$ cat config.mk
export PLATFORM = sky130hd
export DESIGN_NAME = regfile_multiport_flat
export DESIGN_NICKNAME = d
export VERILOG_FILES = /design/src/rtl/regfile_pkg.sv /design/src/rtl/regfile_multiport_if.sv /design/src/rtl/regfile_clear_sequencer.sv /design/src/rtl/regfile_multiport.sv /design/src/flat_wrapper.sv
export SDC_FILE = /design/constraint.sdc
export NUM_CORES = 1
export LEC_CHECK = 0
export CELL_PAD_IN_SITES_DETAIL_PLACEMENT = 2
export CELL_PAD_IN_SITES_GLOBAL_PLACEMENT = 2
export CORE_AREA = 8 8 258 509
export CTS_BUF_LIST = sky130_fd_sc_hd__clkbuf_4
export DETAILED_ROUTE_END_ITERATION = 6
export DIE_AREA = 0 0 266 517
export GPL_TIMING_DRIVEN = 1
export PLACE_DENSITY_LB_ADDON = 0.1
export SLEW_MARGIN = 10
export SYNTH_ARGS = -nofsm -noshare
export SYNTH_HDL_FRONTEND = slang
export SYNTH_SLANG_ARGS = --single-unit
export TNS_END_PERCENT = 10
$ cat constraint.sdc
create_clock -name i_Clock -period 3.1 [get_ports i_Clock]
set_clock_uncertainty 0.1 [all_clocks]
set_input_delay 0.31 -clock i_Clock [delete_from_list [all_inputs] [get_ports i_Clock]]
set_output_delay 0.31 -clock i_Clock [all_outputs]
set_load 0.02 [all_outputs]
$ cat src/rtl/regfile_pkg.sv
// Shared types and parameter defaults for the multiport register file.
package regfile_pkg;

    // Sweep/ready states of the array.
    typedef enum logic {
        CLEAR = 1'b0,
        READY = 1'b1
    } rf_state_e;

    localparam int unsigned RF_DATA_WIDTH      = 32;
    localparam int unsigned RF_ADDR_WIDTH      = 5;
    localparam int unsigned RF_NUM_READ_PORTS  = 2;
    localparam int unsigned RF_NUM_WRITE_PORTS = 1;
    localparam int unsigned RF_BYPASS          = 1;
    localparam int unsigned RF_ZERO_REGISTER   = 1;

endpackage

$ cat src/rtl/regfile_multiport_if.sv
// Read/write bus of the multiport register file.
interface regfile_multiport_if
    import regfile_pkg::*;
#(
    parameter int unsigned DataWidth     = RF_DATA_WIDTH,
    parameter int unsigned AddrWidth     = RF_ADDR_WIDTH,
    parameter int unsigned NumReadPorts  = RF_NUM_READ_PORTS,
    parameter int unsigned NumWritePorts = RF_NUM_WRITE_PORTS
) ();

    logic                                        i_Clear;
    logic [NumReadPorts-1:0][AddrWidth-1:0]      i_RS;
    logic [NumReadPorts-1:0][DataWidth-1:0]      o_DS;
    logic [NumWritePorts-1:0][AddrWidth-1:0]     i_RD;
    logic [NumWritePorts-1:0]                    i_WriteEnable;
    logic [NumWritePorts-1:0][DataWidth-1:0]     i_D;
    logic                                        o_Ready;
    logic                                        o_WriteDropped;

    modport master (
        output i_Clear, i_RS, i_RD, i_WriteEnable, i_D,
        input  o_DS, o_Ready, o_WriteDropped
    );

    modport slave (
        input  i_Clear, i_RS, i_RD, i_WriteEnable, i_D,
        output o_DS, o_Ready, o_WriteDropped
    );

endinterface

$ cat src/rtl/regfile_clear_sequencer.sv
// Clear/ready sequencer: sweeps every entry to zero after reset or a clear request.
module regfile_clear_sequencer
    import regfile_pkg::*;
#(
    parameter int unsigned AddrWidth = RF_ADDR_WIDTH
) (
    input  logic                 clk_i,
    input  logic                 rst_ni,
    input  logic                 clear_i,
    output logic [AddrWidth-1:0] clear_idx_o,
    output logic                 clear_strobe_o,
    output logic                 ready_o
);

    rf_state_e            state_q;
    logic [AddrWidth-1:0] count_q;

    // State and sweep counter; a clear request is only honoured once READY.
    always_ff @(posedge clk_i or negedge rst_ni) begin
        if (!rst_ni) begin
            state_q <= CLEAR;
            count_q <= '0;
        end else begin
            case (state_q)
                CLEAR: begin
                    if (count_q == '1) begin
                        state_q <= READY;
                        count_q <= '0;
                    end else begin
                        count_q <= count_q + 1'b1;
                    end
                end
                READY: begin
                    if (clear_i) begin
                        state_q <= CLEAR;
                        count_q <= '0;
                    end
                end
                default: begin
                    state_q <= CLEAR;
                    count_q <= '0;
                end
            endcase
        end
    end

    assign clear_idx_o    = count_q;
    assign clear_strobe_o = (state_q == CLEAR);
    assign ready_o        = (state_q == READY);

endmodule

$ cat src/rtl/regfile_multiport.sv
// Multiport register file with zero-sweep on reset/clear, optional write
// bypass and optional hard-wired zero entry.
module regfile_multiport
    import regfile_pkg::*;
#(
    parameter int unsigned DataWidth     = RF_DATA_WIDTH,
    parameter int unsigned AddrWidth     = RF_ADDR_WIDTH,
    parameter int unsigned NumReadPorts  = RF_NUM_READ_PORTS,
    parameter int unsigned NumWritePorts = RF_NUM_WRITE_PORTS,
    parameter int unsigned Bypass        = RF_BYPASS,
    parameter int unsigned ZeroRegister  = RF_ZERO_REGISTER
) (
    input logic          i_Clock,
    input logic          i_Reset,
    regfile_multiport_if.slave bus
);

    localparam int unsigned Depth = 1 << AddrWidth;

    logic [DataWidth-1:0]                    mem_q [Depth];
    logic [AddrWidth-1:0]                    clr_idx;
    logic                                    clr_strobe;
    logic                                    ready;
    logic                                    dropped_q;
    logic                                    dropped_d;
    logic [NumReadPorts-1:0][DataWidth-1:0]  rd_data;

    regfile_clear_sequencer #(
        .AddrWidth (AddrWidth)
    ) u_seq (
        .clk_i          (i_Clock),
        .rst_ni         (i_Reset),
        .clear_i        (bus.i_Clear),
        .clear_idx_o    (clr_idx),
        .clear_strobe_o (clr_strobe),
        .ready_o        (ready)
    );

    // Array update: sweep write while clearing, otherwise external writes.
    // Later loop iterations override earlier ones, so the highest port wins.
    always_ff @(posedge i_Clock) begin
        if (clr_strobe) begin
            mem_q[clr_idx] <= '0;
        end else begin
            for (int unsigned p = 0; p < NumWritePorts; p++) begin
                if (bus.i_WriteEnable[p] &&
                    !((ZeroRegister != 0) && (bus.i_RD[p] == '0))) begin
                    mem_q[bus.i_RD[p]] <= bus.i_D[p];
                end
            end
        end
    end

    // Combinational reads with optional forwarding of this cycle's writes.
    always_comb begin
        rd_data = '0;
        for (int unsigned r = 0; r < NumReadPorts; r++) begin
            if (ready) begin
                rd_data[r] = mem_q[bus.i_RS[r]];
                if (Bypass != 0) begin
                    for (int unsigned p = 0; p < NumWritePorts; p++) begin
                        if (bus.i_WriteEnable[p] && (bus.i_RD[p] == bus.i_RS[r])) begin
                            rd_data[r] = bus.i_D[p];
                        end
                    end
                end
                if ((ZeroRegister != 0) && (bus.i_RS[r] == '0)) begin
                    rd_data[r] = '0;
                end
            end
        end
    end

    // A write strobe seen during the sweep is reported one cycle later.
    always_comb begin
        dropped_d = !ready && (|bus.i_WriteEnable);
    end

    // Registered dropped-write pulse.
    always_ff @(posedge i_Clock or negedge i_Reset) begin
        if (!i_Reset) begin
            dropped_q <= 1'b0;
        end else begin
            dropped_q <= dropped_d;
        end
    end

    assign bus.o_DS           = rd_data;
    assign bus.o_Ready        = ready;
    assign bus.o_WriteDropped = dropped_q;

endmodule

$ cat src/flat_wrapper.sv
// flat-port wrapper written by rule: the top's interface ports become plain ports
module regfile_multiport_flat import regfile_pkg::*;
#(
    parameter int unsigned DataWidth     = RF_DATA_WIDTH,
    parameter int unsigned AddrWidth     = RF_ADDR_WIDTH,
    parameter int unsigned NumReadPorts  = RF_NUM_READ_PORTS,
    parameter int unsigned NumWritePorts = RF_NUM_WRITE_PORTS,
    parameter int unsigned Bypass        = RF_BYPASS,
    parameter int unsigned ZeroRegister  = RF_ZERO_REGISTER
)
  (i_Clock, i_Reset, bus_i_Clear, bus_i_RS, bus_i_RD, bus_i_WriteEnable, bus_i_D, bus_o_DS, bus_o_Ready, bus_o_WriteDropped);
  regfile_multiport_if #(.DataWidth(DataWidth), .AddrWidth(AddrWidth), .NumReadPorts(NumReadPorts), .NumWritePorts(NumWritePorts)) bus_i ();
  input logic i_Clock;
  input logic i_Reset;
  input wire logic [$bits(bus_i.i_Clear)-1:0] bus_i_Clear;
  input wire logic [$bits(bus_i.i_RS)-1:0] bus_i_RS;
  input wire logic [$bits(bus_i.i_RD)-1:0] bus_i_RD;
  input wire logic [$bits(bus_i.i_WriteEnable)-1:0] bus_i_WriteEnable;
  input wire logic [$bits(bus_i.i_D)-1:0] bus_i_D;
  output wire logic [$bits(bus_i.o_DS)-1:0] bus_o_DS;
  output wire logic [$bits(bus_i.o_Ready)-1:0] bus_o_Ready;
  output wire logic [$bits(bus_i.o_WriteDropped)-1:0] bus_o_WriteDropped;
  assign bus_i.i_Clear = bus_i_Clear;
  assign bus_i.i_RS = bus_i_RS;
  assign bus_i.i_RD = bus_i_RD;
  assign bus_i.i_WriteEnable = bus_i_WriteEnable;
  assign bus_i.i_D = bus_i_D;
  assign bus_o_DS = bus_i.o_DS;
  assign bus_o_Ready = bus_i.o_Ready;
  assign bus_o_WriteDropped = bus_i.o_WriteDropped;
  regfile_multiport #(.DataWidth(DataWidth), .AddrWidth(AddrWidth), .NumReadPorts(NumReadPorts), .NumWritePorts(NumWritePorts), .Bypass(Bypass), .ZeroRegister(ZeroRegister)) u_core (.i_Clock(i_Clock), .i_Reset(i_Reset), .bus(bus_i));
endmodule
==> impl_summary.md <==
Run status
The flow ran to the end, but the final reports show violations. The final reports fail on negative setup slack.

Min path
The class of the most critical hold timing path is input port to flip-flop.

Clock tree
The latest clock arrival within the worst-skew pair is 1.25 ns. The total clock buffers created by CTS is 234. The CTS tree is built.

The clock passes through at most 3 buffers. After clock tree synthesis, the clock-pin slew on the worst setup and hold paths is around 0.080 ns. The CTS H-tree depth is 4.

The clock root buffer master is sky130_fd_sc_hd__clkbuf_4. The number of clock sinks is a little over 1000.

Logic synthesis
In this run the cell area of the synthesized design comes to 49500 um^2. The flip-flop and latch count after synthesis is 1031. The most instantiated flip-flop cell in the synthesis netlist is sky130_fd_sc_hd__edfxtp_1.

For this run, the register share of the synthesized area comes to 62.5%. The synthesized design contains 1024 enable-type register cells. The number of library cell types mapped by synthesis is 53. Of all flip-flops after synthesis, the portion carrying an async set or reset was 0.679%. Ranked by total cell area, the synthesized netlist is headed by sky130_fd_sc_hd__edfxtp_1 (62%), sky130_fd_sc_hd__mux4_2 (14%), sky130_fd_sc_hd__mux2i_1 (8.9%). The net count after synthesis is between 2000 and 3000. The Yosys step of the flow raised 0 warnings. Counting every instance in the synthesized netlist gives between 2000 and 3000. The synthesized area per cell is 17.1 um^2. sky130_fd_sc_hd__edfxtp_1 takes more of the synthesized area than any other cell. Summed over its instances, the top area cell type makes up 62.1% of the synthesized netlist area.

GRT
The number of antenna violations at the first check in global routing is 7. The most utilized layer in the global route result is met2. The aggregate global-route resource usage is 29.4%. Global routing used 4.86% of the available met3 tracks.

The global-route met1 utilization is between 30% and 40%. After global routing the overflow that remains totals 0. The pin count of the biggest net entering global routing is between 50 and 60. The met2 global-route usage is between 50% and 60%.

The global-route wire length before repair is approximately 290 mm. The via count of the first global-routing pass is 37000.

Power and ir drop
The power per standard cell area is roughly 610 nW/um^2. The post-layout total power is 37.2 mW. The worst-case IR drop observed on VDD is roughly 0.00045 V. In this run the static leakage power is 21.5 nW.

Final layout
Leaving out filler cells and counting taps, the final layout contains between 5000 and 6000. The area growth from synthesis to layout is 24.1%. Once layout is complete, the utilization of the core stands at 49.2%. After filler insertion, the fill cell instance count of the layout stands at 11400.

Of the cells placed in the final design, the portion with a size suffix greater than 1 is 37.9%. The finished cells cover 61400 um^2. The number of nets in the final layout is 3540.

Timing
Timing would allow up to 262 MHz. The final critical path takes up 123% of the cycle. The final critical path time including I/O delays and setup is 3.81 ns. Setup violations remaining at the end of the flow were counted as 64. The relative slew slack is 17.3%.

The slew at the pin closest to its max-slew limit is 1.23 ns. Across all setup checks in the final design, the least slack found is -0.710 ns. The count of final hold-check violations was 0. Setup repair after global routing could not meet its margin everywhere. The final count of pins violating max slew is 0. The final hold slack is 0.137 ns. The final sum of negative setup slack is -28.03 ns.

Placed design
The worst setup timing slack at the placement stage is -0.633 ns. The placement-stage cell area is 57100 um^2. The count of buffers from port buffering is 116. The wire-length estimate of the detail-placed layout is 133 mm. The final weighted congestion in routability-driven placement is 0.834. The cell count after placement is between 4000 and 5000.

Route
The final layout contains routed wiring with a total length of 204 mm. After detailed routing, the average wire length per cell comes to roughly 38 um. The count of nets left with antenna violations once routing finished came out at 0. The total vias in the final route is ~34000. The number of detailed-routing iterations run before antenna repair is 5. The routed via count divided by cell count is roughly 6.3.

The first routing iteration left 2715 violations. In the routed design, unresolved DRC markers number 0.

Floorplan
In this run the standard cell core region covers around 120000 um^2. During I/O placement, the number of pins put on the boundary was 117. The die covers between 100000 and 150000 um^2. In this run the core area contains 184 standard-cell rows. The overall die height is about 520 um. The initial cell density of the core is between 30 and 40%. From left edge to right edge, the die measures 266 um.

Critical path
The slowest cell on the critical path is sky130_fd_sc_hd__mux4_2. Along the worst path, the maximum fanout reaches 2. The category of the most critical setup path is flip-flop to output port. The element type at the critical path start is a flip-flop. The number of buffer and inverter instances along the worst setup path is 1. Data on the critical path is required at its endpoint by 2.69 ns. On the worst path, the slowest cell contributes a delay of 0.49 ns.

The kind of end point of the critical path is an output port. The arrival time reported for the critical path endpoint is ~3.4 ns. The kind of cell with the highest combined delay along the critical path is multiplexers. Walking the worst path, the cells encountered are mux4_2 -> mux2_2 -> o221ai_2 -> o2111ai_2 -> o211a_1 -> dlygate4sd2_1.

Run
The count of max-cap constraint violations is 0.
registers in the layout, summed over array words and instances, names as in the netlist:
register                   count
u_core.u_seq.ready_o           1
u_core.bus.o_WriteDropped      1
u_core.mem_q                1024
u_core.u_seq.clear_idx_o       5
synth_stat cells, types with 6 or more instances:
master and n:
sky130_fd_sc_hd__buf_4 47, sky130_fd_sc_hd__o211a_1 8, sky130_fd_sc_hd__mux4_1 6, sky130_fd_sc_hd__nor2b_1 75, sky130_fd_sc_hd__a211oi_1 15, sky130_fd_sc_hd__buf_2 47, sky130_fd_sc_hd__nor3b_1 17, sky130_fd_sc_hd__o221a_2 10
sky130_fd_sc_hd__o221a_1 14, sky130_fd_sc_hd__a211o_1 18, sky130_fd_sc_hd__o21ai_0 91, sky130_fd_sc_hd__o221ai_1 74, sky130_fd_sc_hd__a22oi_1 54, sky130_fd_sc_hd__mux2_2 25, sky130_fd_sc_hd__o2111ai_1 8, sky130_fd_sc_hd__dfrtp_1 7
sky130_fd_sc_hd__a41oi_1 33, sky130_fd_sc_hd__mux2i_1 440, sky130_fd_sc_hd__a21oi_1 38, sky130_fd_sc_hd__nand2_1 74, sky130_fd_sc_hd__a31oi_1 38, sky130_fd_sc_hd__o22ai_1 92, sky130_fd_sc_hd__edfxtp_1 1024, sky130_fd_sc_hd__buf_6 15
sky130_fd_sc_hd__xor2_1 9, sky130_fd_sc_hd__mux4_2 314, sky130_fd_sc_hd__clkbuf_1 125, sky130_fd_sc_hd__buf_1 17, sky130_fd_sc_hd__and2_1 35, sky130_fd_sc_hd__nor2_1 43, sky130_fd_sc_hd__nand2b_1 6, sky130_fd_sc_hd__nand3_1 29
worst reg2reg max path: cells and delay by family (launching register included):
| family | cells | cell delay, ns |
|---|---|---|
| compound gates | 2 | 1.10 |
| flops | 1 | 0.44 |
| buf+inv | 2 | 0.52 |
| simple gates | 3 | 0.58 |
cells by family (layout without fill, tap and decap cells):
family,Yosys count,in the layout,share of synthesized area [%]
xor+xnor,12,12,0.212
simple gates,299,299,3.17
flops,1031,1031,62.5
buf+inv,257,1043,2.75
fa+ha+maj,2,2,0.0505
mux,785,785,24.1
compound gates,507,507,7.30
other cells,0,11,0
final cells by class:
| cell class | count | area (um^2) | share of cell area [%] |
|---|---|---|---|
| well taps | 1674 | 2090 | 3.41 |
| multi-input cells | 1605 | 18500 | 30.0 |
| flip-flops and latches | 1031 | 30900 | 50.3 |
| clock inverters | 94 | 564 | 0.919 |
| diodes | 11 | 27.5 | 0.0448 |
| repair buffers | 612 | 6840 | 11.1 |
| clock buffers | 334 | 2510 | 4.08 |
| inverters | 3 | 11.3 | 0.0183 |
cells in the final DEF, fill, tap and decap left out, types with 8 or more instances in the layout:
cell type / n
sky130_fd_sc_hd__nand2_1: 72
sky130_fd_sc_hd__mux4_2: 317
sky130_fd_sc_hd__a21oi_1: 31
sky130_fd_sc_hd__buf_6: 30
sky130_fd_sc_hd__dlygate4sd3_1: 29
sky130_fd_sc_hd__a31oi_1: 34
sky130_fd_sc_hd__and2_1: 34
sky130_fd_sc_hd__buf_2: 9
sky130_fd_sc_hd__o221a_4: 8
sky130_fd_sc_hd__a41oi_1: 22
sky130_fd_sc_hd__nand3_2: 10
sky130_fd_sc_hd__diode_2: 11
sky130_fd_sc_hd__buf_12: 149
sky130_fd_sc_hd__clkinv_1: 62
sky130_fd_sc_hd__o221ai_4: 8
sky130_fd_sc_hd__o221ai_1: 55
sky130_fd_sc_hd__clkdlybuf4s15_1: 11
sky130_fd_sc_hd__nor3b_1: 14
sky130_fd_sc_hd__o211a_1: 8
sky130_fd_sc_hd__o221a_1: 9
sky130_fd_sc_hd__edfxtp_1: 1024
sky130_fd_sc_hd__o21ai_0: 84
sky130_fd_sc_hd__xor2_1: 9
sky130_fd_sc_hd__nand3_1: 13
sky130_fd_sc_hd__buf_4: 331
sky130_fd_sc_hd__nor2_4: 34
sky130_fd_sc_hd__nor2b_1: 70
sky130_fd_sc_hd__clkbuf_4: 334
sky130_fd_sc_hd__mux2_4: 9
sky130_fd_sc_hd__o221ai_2: 11
sky130_fd_sc_hd__o22ai_1: 92
sky130_fd_sc_hd__clkinv_2: 17
sky130_fd_sc_hd__a22oi_1: 54
sky130_fd_sc_hd__mux2i_1: 434
sky130_fd_sc_hd__mux2_2: 16
sky130_fd_sc_hd__a211o_1: 18
sky130_fd_sc_hd__a211oi_2: 10
sky130_fd_sc_hd__nor2_1: 9
sky130_fd_sc_hd__clkdlybuf4s50_1: 42
sky130_fd_sc_hd__a41oi_2: 8
layer usage:
layer	routed length, um	up-vias
met5	0	-
met4	8610	0
met3	11100	435
met2	108000	1355
met1	75700	18200
li1	-	13500
timing repair:
item,4_1_cts,5_1_grt
pin swaps,37,19
endpoints found under the setup margin,64,64
resized for setup,264,67
cloned,1,0
endpoints found under the hold margin,729,0
hold buffers,29,0
buffers inserted,3,2
where the power goes:
part	switching, mW	internal [mW]	total (mW)
logic	5.10	3.08	8.17
clock network	5.87	5.48	11.4
registers	0.672	17.0	17.6
total	11.6	25.5	37.2
path summary, 6_finish.rpt:
check	from	to	slack, ns	cells past startpoint
max in group asynchronous	i_Reset	u_core.u_seq.ready_o	2.24	3
min in group asynchronous	i_Reset	u_core.bus.o_WriteDropped	0.34	3
setup reg to reg	u_core.u_seq.ready_o	u_core.mem_q[17][4]	0.03	7
hold / removal	bus_i_D[26]	u_core.mem_q[11][26]	0.14	3
setup / recovery	u_core.mem_q[13][16]	bus_o_DS[48]	-0.71	6
hold reg to reg	u_core.u_seq.ready_o	u_core.bus.o_WriteDropped	0.55	2
(Power assumes the default switching activity.)
